File: src/rtl/instr_prefetch.sv
// Sequential instruction prefetcher: streams consecutive words from the fetch PC
// into a small FIFO drained by the CPU fetch stage; a redirect flushes and restarts.
module instr_prefetch #(
  parameter int unsigned DEPTH    = 4,
  parameter logic [31:0] RESET_PC = 32'h0000_0000
) (
  input  logic        clk,
  input  logic        reset,
  input  logic        redirect_in,
  input  logic [31:0] redirect_pc_in,
  output logic        instr_valid_out,
  output logic [31:0] instr_out,
  output logic [31:0] instr_pc_out,
  input  logic        instr_ready_in,
  output logic [31:0] mem_address_out,
  output logic        mem_sel_out,
  output logic [3:0]  mem_write_mask_out,
  output logic [31:0] mem_write_value_out,
  input  logic [31:0] mem_read_value_in,
  input  logic        mem_ready_in
);

  localparam int unsigned PW = (DEPTH > 1) ? $clog2(DEPTH) : 1;
  localparam int unsigned CW = $clog2(DEPTH + 1);
  localparam logic [CW-1:0] DEPTH_C = CW'(DEPTH);

  typedef enum logic [1:0] {
    ST_RESTART = 2'd0,
    ST_REQ     = 2'd1,
    ST_IDLE    = 2'd2
  } state_t;

  state_t        state_r;
  logic [31:0]   fetch_pc_r;
  logic          sel_r;
  logic          valid_r;
  logic [31:0]   fifo_data_r [DEPTH];
  logic [31:0]   fifo_pc_r   [DEPTH];
  logic [PW-1:0] rd_ptr_r;
  logic [PW-1:0] wr_ptr_r;
  logic [CW-1:0] count_r;

  logic          push_s;
  logic          pop_s;
  logic [CW-1:0] count_next_s;
  logic [31:0]   fetch_pc_inc_s;

  // Handshake decode and next occupancy (a pop in the same cycle frees a slot)
  always_comb begin
    push_s         = (state_r == ST_REQ) && sel_r && mem_ready_in;
    pop_s          = valid_r && instr_ready_in;
    count_next_s   = count_r + {{(CW-1){1'b0}}, push_s} - {{(CW-1){1'b0}}, pop_s};
    fetch_pc_inc_s = fetch_pc_r + 32'd4;
  end

  // FIFO storage: written on capture, no reset needed for the data itself
  always_ff @(posedge clk) begin
    if (push_s && !reset && !redirect_in) begin
      fifo_data_r[wr_ptr_r] <= mem_read_value_in;
      fifo_pc_r[wr_ptr_r]   <= fetch_pc_r;
    end else begin
      fifo_data_r[wr_ptr_r] <= fifo_data_r[wr_ptr_r];
      fifo_pc_r[wr_ptr_r]   <= fifo_pc_r[wr_ptr_r];
    end
  end

  // FIFO pointers, occupancy and registered head-valid flag
  always_ff @(posedge clk) begin
    if (reset || redirect_in) begin
      rd_ptr_r <= {PW{1'b0}};
      wr_ptr_r <= {PW{1'b0}};
      count_r  <= {CW{1'b0}};
      valid_r  <= 1'b0;
    end else begin
      if (push_s) begin
        wr_ptr_r <= wr_ptr_r + {{(PW-1){1'b0}}, 1'b1};
      end else begin
        wr_ptr_r <= wr_ptr_r;
      end
      if (pop_s) begin
        rd_ptr_r <= rd_ptr_r + {{(PW-1){1'b0}}, 1'b1};
      end else begin
        rd_ptr_r <= rd_ptr_r;
      end
      count_r <= count_next_s;
      valid_r <= (count_next_s != {CW{1'b0}});
    end
  end

  // Fetch FSM; RESTART drops sel for a cycle so an in-flight stale response is never taken
  always_ff @(posedge clk) begin
    if (reset) begin
      state_r    <= ST_RESTART;
      fetch_pc_r <= {RESET_PC[31:2], 2'b00};
      sel_r      <= 1'b0;
    end else if (redirect_in) begin
      state_r    <= ST_RESTART;
      fetch_pc_r <= {redirect_pc_in[31:2], 2'b00};
      sel_r      <= 1'b0;
    end else begin
      case (state_r)
        ST_RESTART: begin
          state_r    <= ST_REQ;
          fetch_pc_r <= fetch_pc_r;
          sel_r      <= 1'b1;
        end
        ST_REQ: begin
          if (push_s) begin
            fetch_pc_r <= fetch_pc_inc_s;
            if (count_next_s == DEPTH_C) begin
              state_r <= ST_IDLE;
              sel_r   <= 1'b0;
            end else begin
              state_r <= ST_REQ;
              sel_r   <= 1'b1;
            end
          end else begin
            state_r    <= ST_REQ;
            fetch_pc_r <= fetch_pc_r;
            sel_r      <= 1'b1;
          end
        end
        ST_IDLE: begin
          fetch_pc_r <= fetch_pc_r;
          if (count_next_s < DEPTH_C) begin
            state_r <= ST_REQ;
            sel_r   <= 1'b1;
          end else begin
            state_r <= ST_IDLE;
            sel_r   <= 1'b0;
          end
        end
        default: begin
          state_r    <= ST_RESTART;
          fetch_pc_r <= fetch_pc_r;
          sel_r      <= 1'b0;
        end
      endcase
    end
  end

  assign instr_valid_out     = valid_r;
  assign instr_out           = fifo_data_r[rd_ptr_r];
  assign instr_pc_out        = fifo_pc_r[rd_ptr_r];
  assign mem_address_out     = fetch_pc_r;
  assign mem_sel_out         = sel_r;
  assign mem_write_mask_out  = 4'b0000;
  assign mem_write_value_out = 32'h0000_0000;

endmodule

File: config.mk
export PLATFORM = sky130hd
export DESIGN_NAME = instr_prefetch
export DESIGN_NICKNAME = d
export VERILOG_FILES = /design/src/rtl/instr_prefetch.sv
export SDC_FILE = /design/constraint.sdc
export NUM_CORES = 1
export LEC_CHECK = 0
export ABC_AREA = 0
export BUFFER_PORTS_ARGS = -buffer_cell sky130_fd_sc_hd__buf_4
export CAP_MARGIN = 40
export CORE_UTILIZATION = 35
export DETAILED_ROUTE_END_ITERATION = 6
export REMOVE_ABC_BUFFERS = 1
export SLEW_MARGIN = 20
export SYNTH_ARGS = -nofsm -noshare
export SYNTH_HDL_FRONTEND = slang
export SYNTH_SLANG_ARGS = --single-unit
File: constraint.sdc
create_clock -name clk -period 3.9 [get_ports clk]
set_input_delay 0.585 -clock clk [delete_from_list [all_inputs] [get_ports clk]]
set_output_delay 0.585 -clock clk [all_outputs]
set_load 0.05 [all_outputs]
Word-level counts from Yosys, hierarchy flattened --
Memories as Yosys holds them, arrays and structs flattened. A register that Yosys moved wholly into a read port is not among the register bits. Index checks and enable logic that the tools add are counted.
Word-level totals: flip-flop bits (word level) 43, bits in latches 0, RAM bits 256, bits in read-only memories 0, input bits 69, output and inout port bits 134, logic and storage cells 58, memories 2
Memories:
- fifo_data_r | words 4, bits a word 32, read ports 1, clocked after memory_dff 1, write ports 1, RTL line 37 | logic [31:0] fifo_data_r [DEPTH];
- fifo_pc_r | words 4, bits a word 32, read ports 1, clocked after memory_dff 1, write ports 1, RTL line 38 | logic [31:0] fifo_pc_r [DEPTH];
Cells by class: $add $sub $neg 5, multiply operators 0, div/mod/pow operators 0, magnitude comparators 1, equal/unequal tests 4, shifts and indexed selects 0, mux-type cells 20, bitwise operators 2, reductions and logical operators 16
Operators by type and width (number):
- two-way mux 32 bit | 5
- adder 32 x 3 -> 32 bit (second input constant) | 1
- two-way mux 2 bit | 7
- two-way mux 1 bit | 6
- one-hot mux 2 bit (3 select lines) | 1
- AND reduction 2 bit | 3
- logical AND 1 bit | 5
- adder 2 x 1 -> 2 bit (second input constant) | 2
- nonzero test 2 bit | 2
- adder 3 x 1 -> 3 bit | 1
- == test 3 bit (second input constant) | 1
- < comparator 3 bit (second input constant) | 1
- one-hot mux 1 bit (3 select lines) | 1
- nonzero test 3 bit | 1
- subtractor 3 x 1 -> 3 bit | 1
- == test 2 x 1 -> 1 bit (second input constant) | 1
- == test 2 bit (second input constant) | 1
- zero test 1 bit | 2
- zero test 2 bit | 1
- OR 1 bit | 2
- OR reduction 2 bit | 1
- logical OR 1 bit | 1
- != test 0 bit | 1

Longest topological paths before layout --
Gate-level depths: netlist (run 1).
depth in word-level cells 9, gate-level depth with buffers 14, mapped depth without buffers 11

Worst setup path after synthesis (run 1) --
No wires, ideal clock.
path type register to register, start point register state_r[0], end point memory fifo_data_r[1][0], enable pin, setup time 426 ps, arrival time 2868 ps, data required time 3474 ps, path slack 605 ps, cell stages (with the launch flop) 6, path buffers 1, clock period less this slack 3295 ps, cell sequence dfxtp_1 -> and3b_1 -> buf_6 -> inv_2 -> nor2_1 -> and2_1
Between the ends: longest elaborated chain between the ends 8, elaborated cells between the ends (all ways) 10, those cells by class eq/ne: 1; mux: 3; bitwise: 1; reduce/logical: 5
RTL lines:
- start: declaration | RTL line 33 | state_t state_r;
- start signal: assignment | RTL line 93 | state_r <= ST_RESTART;
- start signal: assignment | RTL line 97 | state_r <= ST_RESTART;
- start signal: assignment | RTL line 103 | state_r <= ST_REQ;
- == test 2 x 1 -> 1 bit (*) | RTL line 50 | push_s = (state_r == ST_REQ) && sel_r && mem_ready_in;
- logical AND 1 bit (*) (2 in a row) | RTL line 50
- logical AND 1 bit (*) (2 in a row) | RTL line 58 | if (push_s && !reset && !redirect_in) begin
- two-way mux 1 bit (on tied branches) | RTL line 58, 62
- two-way mux 1 bit (implied by the code) / AND reduction 2 bit (equally long branches)
- OR 1 bit (no source line) (*)
- end: declaration | RTL line 37
Every way passes the cells marked *; elsewhere a longest branch is shown, timed or not.

==> results of run 1 <==
==> path summary, 6_finish.rpt <==
path                             start  slack [ns]  cells past startpoint                  end
setup / recovery             flip-flop        0.77                      3     instr_pc_out[17]
hold reg to reg             state_r[1]        0.47                      1           state_r[0]
hold / removal    mem_read_value_in[2]        0.24                      1    fifo_data_r[1][2]
setup reg to reg    mem_address_out[2]        1.23                      5  mem_address_out[22]
==> cell usage after synthesis, types with 4 or more instances <==
master	n
buf_1	6
nor4_1	10
mux4_2	62
ha_1	7
o21ai_0	5
nor3_1	8
nand3_1	11
a21oi_1	5
nor2_1	29
buf_4	40
buf_2	5
or4_1	9
dfxtp_1	42
a211oi_1	11
xor2_1	4
o31ai_1	8
xnor2_1	10
nand2_1	24
edfxtp_1	248
a311oi_1	11
and2_1	9
inv_1	14
or3_1	7
nand4_1	9
clkbuf_1	19
==> stage by stage <==
stage / area, um2 / utilization (%)
6_report: 14200 / 43.7
4_1_cts: 14200 / 43.7
3_5_place_dp: 13200 / 40.8
2_1_floorplan: 11300 / -
5_1_grt: 14200 / 43.7
3_3_place_gp: 13200 / 40.7
==> report_power, final <==
| group | internal, mW | switching [mW] | total, mW | leakage (nW) |
|---|---|---|---|---|
| registers | 3.40 | 0.0651 | 3.46 | 2.60 |
| clock network | 1.61 | 1.15 | 2.76 | 0.469 |
| logic | 0.136 | 0.306 | 0.442 | 1.72 |
| total | 5.14 | 1.53 | 6.67 | 4.79 |
==> worst max-delay path, cell delays in order (launching register included) <==
cell and delay (ns):
dfxtp_4 0.82, buf_4 0.39, mux4_2 0.55, buf_4 0.21
==> sequential cells by signal, indices dropped and copies added (netlist names), named ones only <==
signal,flops
wr_ptr_r,2
instr_valid_out,1
count_r,3
state_r,2
rd_ptr_r,2
fifo_data_r,128
fifo_pc_r,120
mem_address_out,30
==> routing by layer <==
layer  share of wire [%]  global-route usage, %  up-vias
li1                    -                      -     2891
met1                  45                   21.2     3174
met2                  47                   23.6      226
met3                 6.1                   2.63       31
met4                 1.8                   3.40        0
met5                   0                      0        -
==> layout make-up <==
cell class              count  area, um2
clock buffers              39        816
multi-input cells         312       2920
repair buffers            175       1400
clock inverters            18        145
fillers                  2929      18300
inverters                  15       56.3
well taps                 442        553
flip-flops and latches    290       8300
==> kinds of logic (layout without fill, tap and decap cells) <==
| group | after synthesis | in the layout | share of synthesized area, % |
|---|---|---|---|
| AOI/OAI and AO/OA | 59 | 59 | 3.95 |
| buffers and inverters | 86 | 247 | 4.22 |
| other | 1 | 40 | 0.0325 |
| adders and majority gates | 8 | 8 | 0.932 |
| muxes | 62 | 62 | 12.1 |
| DFF | 290 | 290 | 71.8 |
| xor gates and xnor gates | 14 | 14 | 1.06 |
| and+or+nand+nor | 129 | 129 | 5.91 |
==> results.py, run 1 <==
metrics = {
    "power_and_ir_drop": {
        "finalPower_mw": 6.67,
        "p_per_area_mw_per_mm2": 470,
        "p_leak_nw": 4.79,
        "ir_worst_vdd_uv": 341,
    },
    "yosys": {
        "yosys.area.top_type": "edfxtp_1",
        "syn_inst": 649,
        "ys_ff_latch": 290,
        "netlist_area_mm2": 0.0115,
        "synth-seq-area-share_pct": 71.8,
        "synthFlopType": "edfxtp_1",
        "synth-edff-count": 248,
        "postSynthAreaPerCell_um2": 17.8,
        "ys_warn_count": 0,
        "synth_top_area_share_pct": 64.5,
        "synth_area_leaders": "edfxtp_1, mux4_2, dfxtp_1",
        "synthArstFlopShare_pct": 0,
        "ys_types": 53,
    },
    "timing": {
        "fin_crit_ns": 3.13,
        "fin_skew_ns": 0.0153,
        "drv_slew": 0,
        "rsz0062_at_grt": "no",
        "fmax_mhz": 319,
        "max_slew.worst_pin.slew_ns": 0.723,
        "hold_violations": 0,
        "setup_tns_ns": 0,
        "setup_slack_ns": 0.766,
        "period_share_pct": 80.4,
        "final-setup-viol-count": 0,
        "slew_headroom_pct": 51.8,
        "fin_hold_ws_ns": 0.238,
    },
    "placement": {
        "placedCellCount": 1234,
        "dp_hpwl_um": 15700,
        "place_ws_ns": 0.910,
        "place_congestion": 0.722,
        "numPortBuffers": 160,
    },
    "clock_tree": {
        "postCtsSetupBuffers": 0,
        "cts_sinks": 290,
        "cts_tree": "done",
        "cts-root-buf": "clkbuf_16",
        "ctsLongestPathBuffers": 3,
        "ctsHtreeMaxLevel": 1,
        "clock_latency_ns": 0.55,
        "cts-buffers-inserted": 31,
        "cts_hold_buf": 0,
        "ctsResizeCount": 0,
        "clk_pin_slew_ns": 0.06,
    },
    "drt": {
        "drt-wirelength-per-cell_um": 19.3,
        "postRouteAntennaNets": 0,
        "finalWirelength_um": 24900,
        "via_count": 6322,
        "drt-pass1-iter-count": 4,
        "drtIter0Drc": 315,
        "avgViaCountPerCell": 4.90,
        "drc_errors": 0,
    },
    "floorplan": {
        "die_x_um": 184,
        "dieArea_mm2": 0.0337,
        "design.core.area_mm2": 0.0325,
        "initial_core_util_pct": 35.6,
        "rows": 66,
        "io_pins": 203,
        "die_h_um": 184,
    },
    "setup_path": {
        "cp.required_ns": 3.31,
        "critPathArrivalTime_ns": 2.55,
        "critPathKind": "reg2out",
        "start_kind": "flip-flop",
        "worstPathMaxFanout": 31,
        "end_kind": "output pin",
    },
    "global_routing": {
        "grt-ovfl-total": 0,
        "grt_max_degree": 63,
        "grt_usage_pct": 14.9,
        "grt_pass1_wl_um": 37900,
        "antenna_found_initial": 0,
        "grt_pass1_vias": 6262,
    },
    "finish": {
        "layout_commonest_cell": "edfxtp_1",
        "final-instance-count-excl-fill": 1291,
        "area_delta_synth_final_pct": 22.9,
        "mostFrequentLayoutCells": "edfxtp_1, buf_4, mux4_2",
        "n_antenna_cell": 0,
        "layout.nets": 902,
        "drive_gt1_share_pct": 34.4,
    },
    "hold_path": {
        "hp-class": "in2reg",
    },
    "outcome": {
        "outcome": "completed",
    },
    "flow_run": {
        "maxCapViolCount": 0,
    },
}
Note: power is estimated with default switching activity, not from simulation.
==> run 2, diff against run 1 <==
- clock period: 3.9 -> 2.6 ns (I/O delays scaled with it)
==> results.py, run 2 (synthesis gave the netlist of run 1 again) <==
metrics = {
    "drt": {
        "drc_errors": 0,
        "finalWirelength_um": 25200,
        "avgViaCountPerCell": 4.90,
        "drt-pass1-iter-count": 4,
        "drt-wirelength-per-cell_um": 19.1,
        "postRouteAntennaNets": 0,
        "drtIter0Drc": 425,
        "via_count": 6474,
    },
    "global_routing": {
        "grt-ovfl-total": 0,
        "antenna_found_initial": 0,
        "grt_max_degree": 42,
        "grt_pass1_vias": 6462,
        "grt_pass1_wl_um": 38200,
        "grt_usage_pct": 15.0,
    },
    "hold_path": {
        "hold_start": "mem_read_value_in[5]",
        "hp-class": "in2reg",
    },
    "timing": {
        "final-setup-viol-count": 0,
        "fin_skew_ns": 0.0170,
        "period_share_pct": 94.3,
        "fmax_mhz": 408,
        "hold_violations": 0,
        "rsz0062_at_grt": "no",
        "drv_slew": 0,
        "fin_crit_ns": 2.45,
    },
    "floorplan": {
        "design.core.area_mm2": 0.0325,
        "rows": 66,
        "io_pins": 203,
        "die_h_um": 184,
        "dieArea_mm2": 0.0337,
        "initial_core_util_pct": 35.6,
        "die_x_um": 184,
    },
    "clock_tree": {
        "cts_tree": "done",
        "ctsLongestPathBuffers": 3,
        "clk_pin_slew_ns": 0.06,
        "cts_sinks": 290,
        "cts_hold_buf": 0,
        "clock_latency_ns": 0.56,
        "cts-root-buf": "clkbuf_16",
        "cts-buffers-inserted": 31,
        "ctsHtreeMaxLevel": 1,
    },
    "setup_path": {
        "critPathKind": "reg2out",
        "critPathArrivalTime_ns": 2.06,
        "start_kind": "flip-flop",
        "slowest_delay_ns": 0.58,
        "end_kind": "output pin",
        "path_cells": "buf_12, mux4_2, buf_4",
        "r2r_start": "state_r[0]",
        "cp_slowest_cell": "mux4_2",
        "cp.required_ns": 2.21,
        "worstPathMaxFanout": 41,
    },
    "placement": {
        "place_congestion": 0.738,
        "numPortBuffers": 160,
        "dp_hpwl_um": 16400,
        "placedCellCount": 1266,
    },
    "finish": {
        "multiInputGateArea_mm2": 0.00292,
        "largest_register_ffs": 128,
        "area_delta_synth_final_pct": 26.5,
        "largest-register": "fifo_data_r",
        "drive_gt1_share_pct": 37.3,
        "fill_cells": 2815,
        "layout.nets": 934,
        "layout_commonest_cell": "edfxtp_1",
        "regArea_mm2": 0.00830,
        "n_antenna_cell": 0,
        "mostFrequentLayoutCells": "edfxtp_1, buf_4, mux4_2",
        "final-instance-count-excl-fill": 1322,
        "final_core_util_pct": 45.0,
    },
    "power_and_ir_drop": {
        "ir_worst_vdd_uv": 478,
        "p_per_area_mw_per_mm2": 707,
        "p_leak_nw": 5.01,
    },
    "flow_run": {
        "maxCapViolCount": 0,
    },
    "outcome": {
        "outcome": "completed",
    },
}
==> run 2: cell count changes in the layout (fill, tap and decap cells not counted), moves of 3 or more <==
cell,change
buf_12,+10
buf_4,+22
bufinv_16,+3
clkinv_2,+3
clkbuf_1,-6
==> run 2: layout make-up <==
type | instances | share of cell area, %
clock buffers | 32 | 5.34
clock inverters | 24 | 1.69
inverters | 15 | 0.386
multi-input cells | 312 | 20.0
flip-flops and latches | 290 | 56.8
well taps | 442 | 3.79
repair buffers | 207 | 12.0
==> run 2: metal layers <==
layer | share of wire, % | track usage, % | wire (um) | up-vias
li1 | - | - | - | 2952
met3 | 6.3 | 2.71 | 1600 | 33
met5 | 0 | 0 | 0 | -
met2 | 48 | 24.9 | 12000 | 230
met4 | 1.9 | 3.73 | 491 | 0
met1 | 44 | 20.4 | 11100 | 3259
==> run 2: critical path, delay by kind of cell (launching register included) <==
family | cells | cell delay (ns)
buffers and inverters | 2 | 0.53
flip-flops | 1 | 0.37
multiplexers | 1 | 0.58
==> run 2: worst paths after layout <==
path | to | slack (ns) | cells after the start
max | instr_out[3] | 0.15 | 3
min | fifo_data_r[2][5] | 0.04 | 1
max reg2reg | mem_address_out[20] | 0.26 | 6
min reg2reg | state_r[0] | 0.47 | 1
==> run 2: where the power goes <==
group          internal [mW]  switching, mW
registers               5.10         0.0581
clock network           2.66           1.77
logic                  0.231          0.505
total                   7.99           2.33
==> run 2: stage by stage <==
stage	power, mW	TNS (ns)	hold slack [ns]	area [um2]	setup slack, ns
2_1_floorplan	5.69	-304.88	0.420	11300	-1.25
5_1_grt	10.7	0	0.0132	14600	0.0574
3_3_place_gp	5.99	0	0.435	13600	0.248
6_report	10.3	0	0.0384	14600	0.149
4_1_cts	10.4	0	0.00747	14600	0.0948
3_5_place_dp	5.99	0	0.457	13600	0.221
==> run 2: timing repair <==
item | in CTS | in global routing
gates resized for setup | 1 | 0
endpoints found under the setup margin | 1 | 0
buffers inserted | 0 | 0
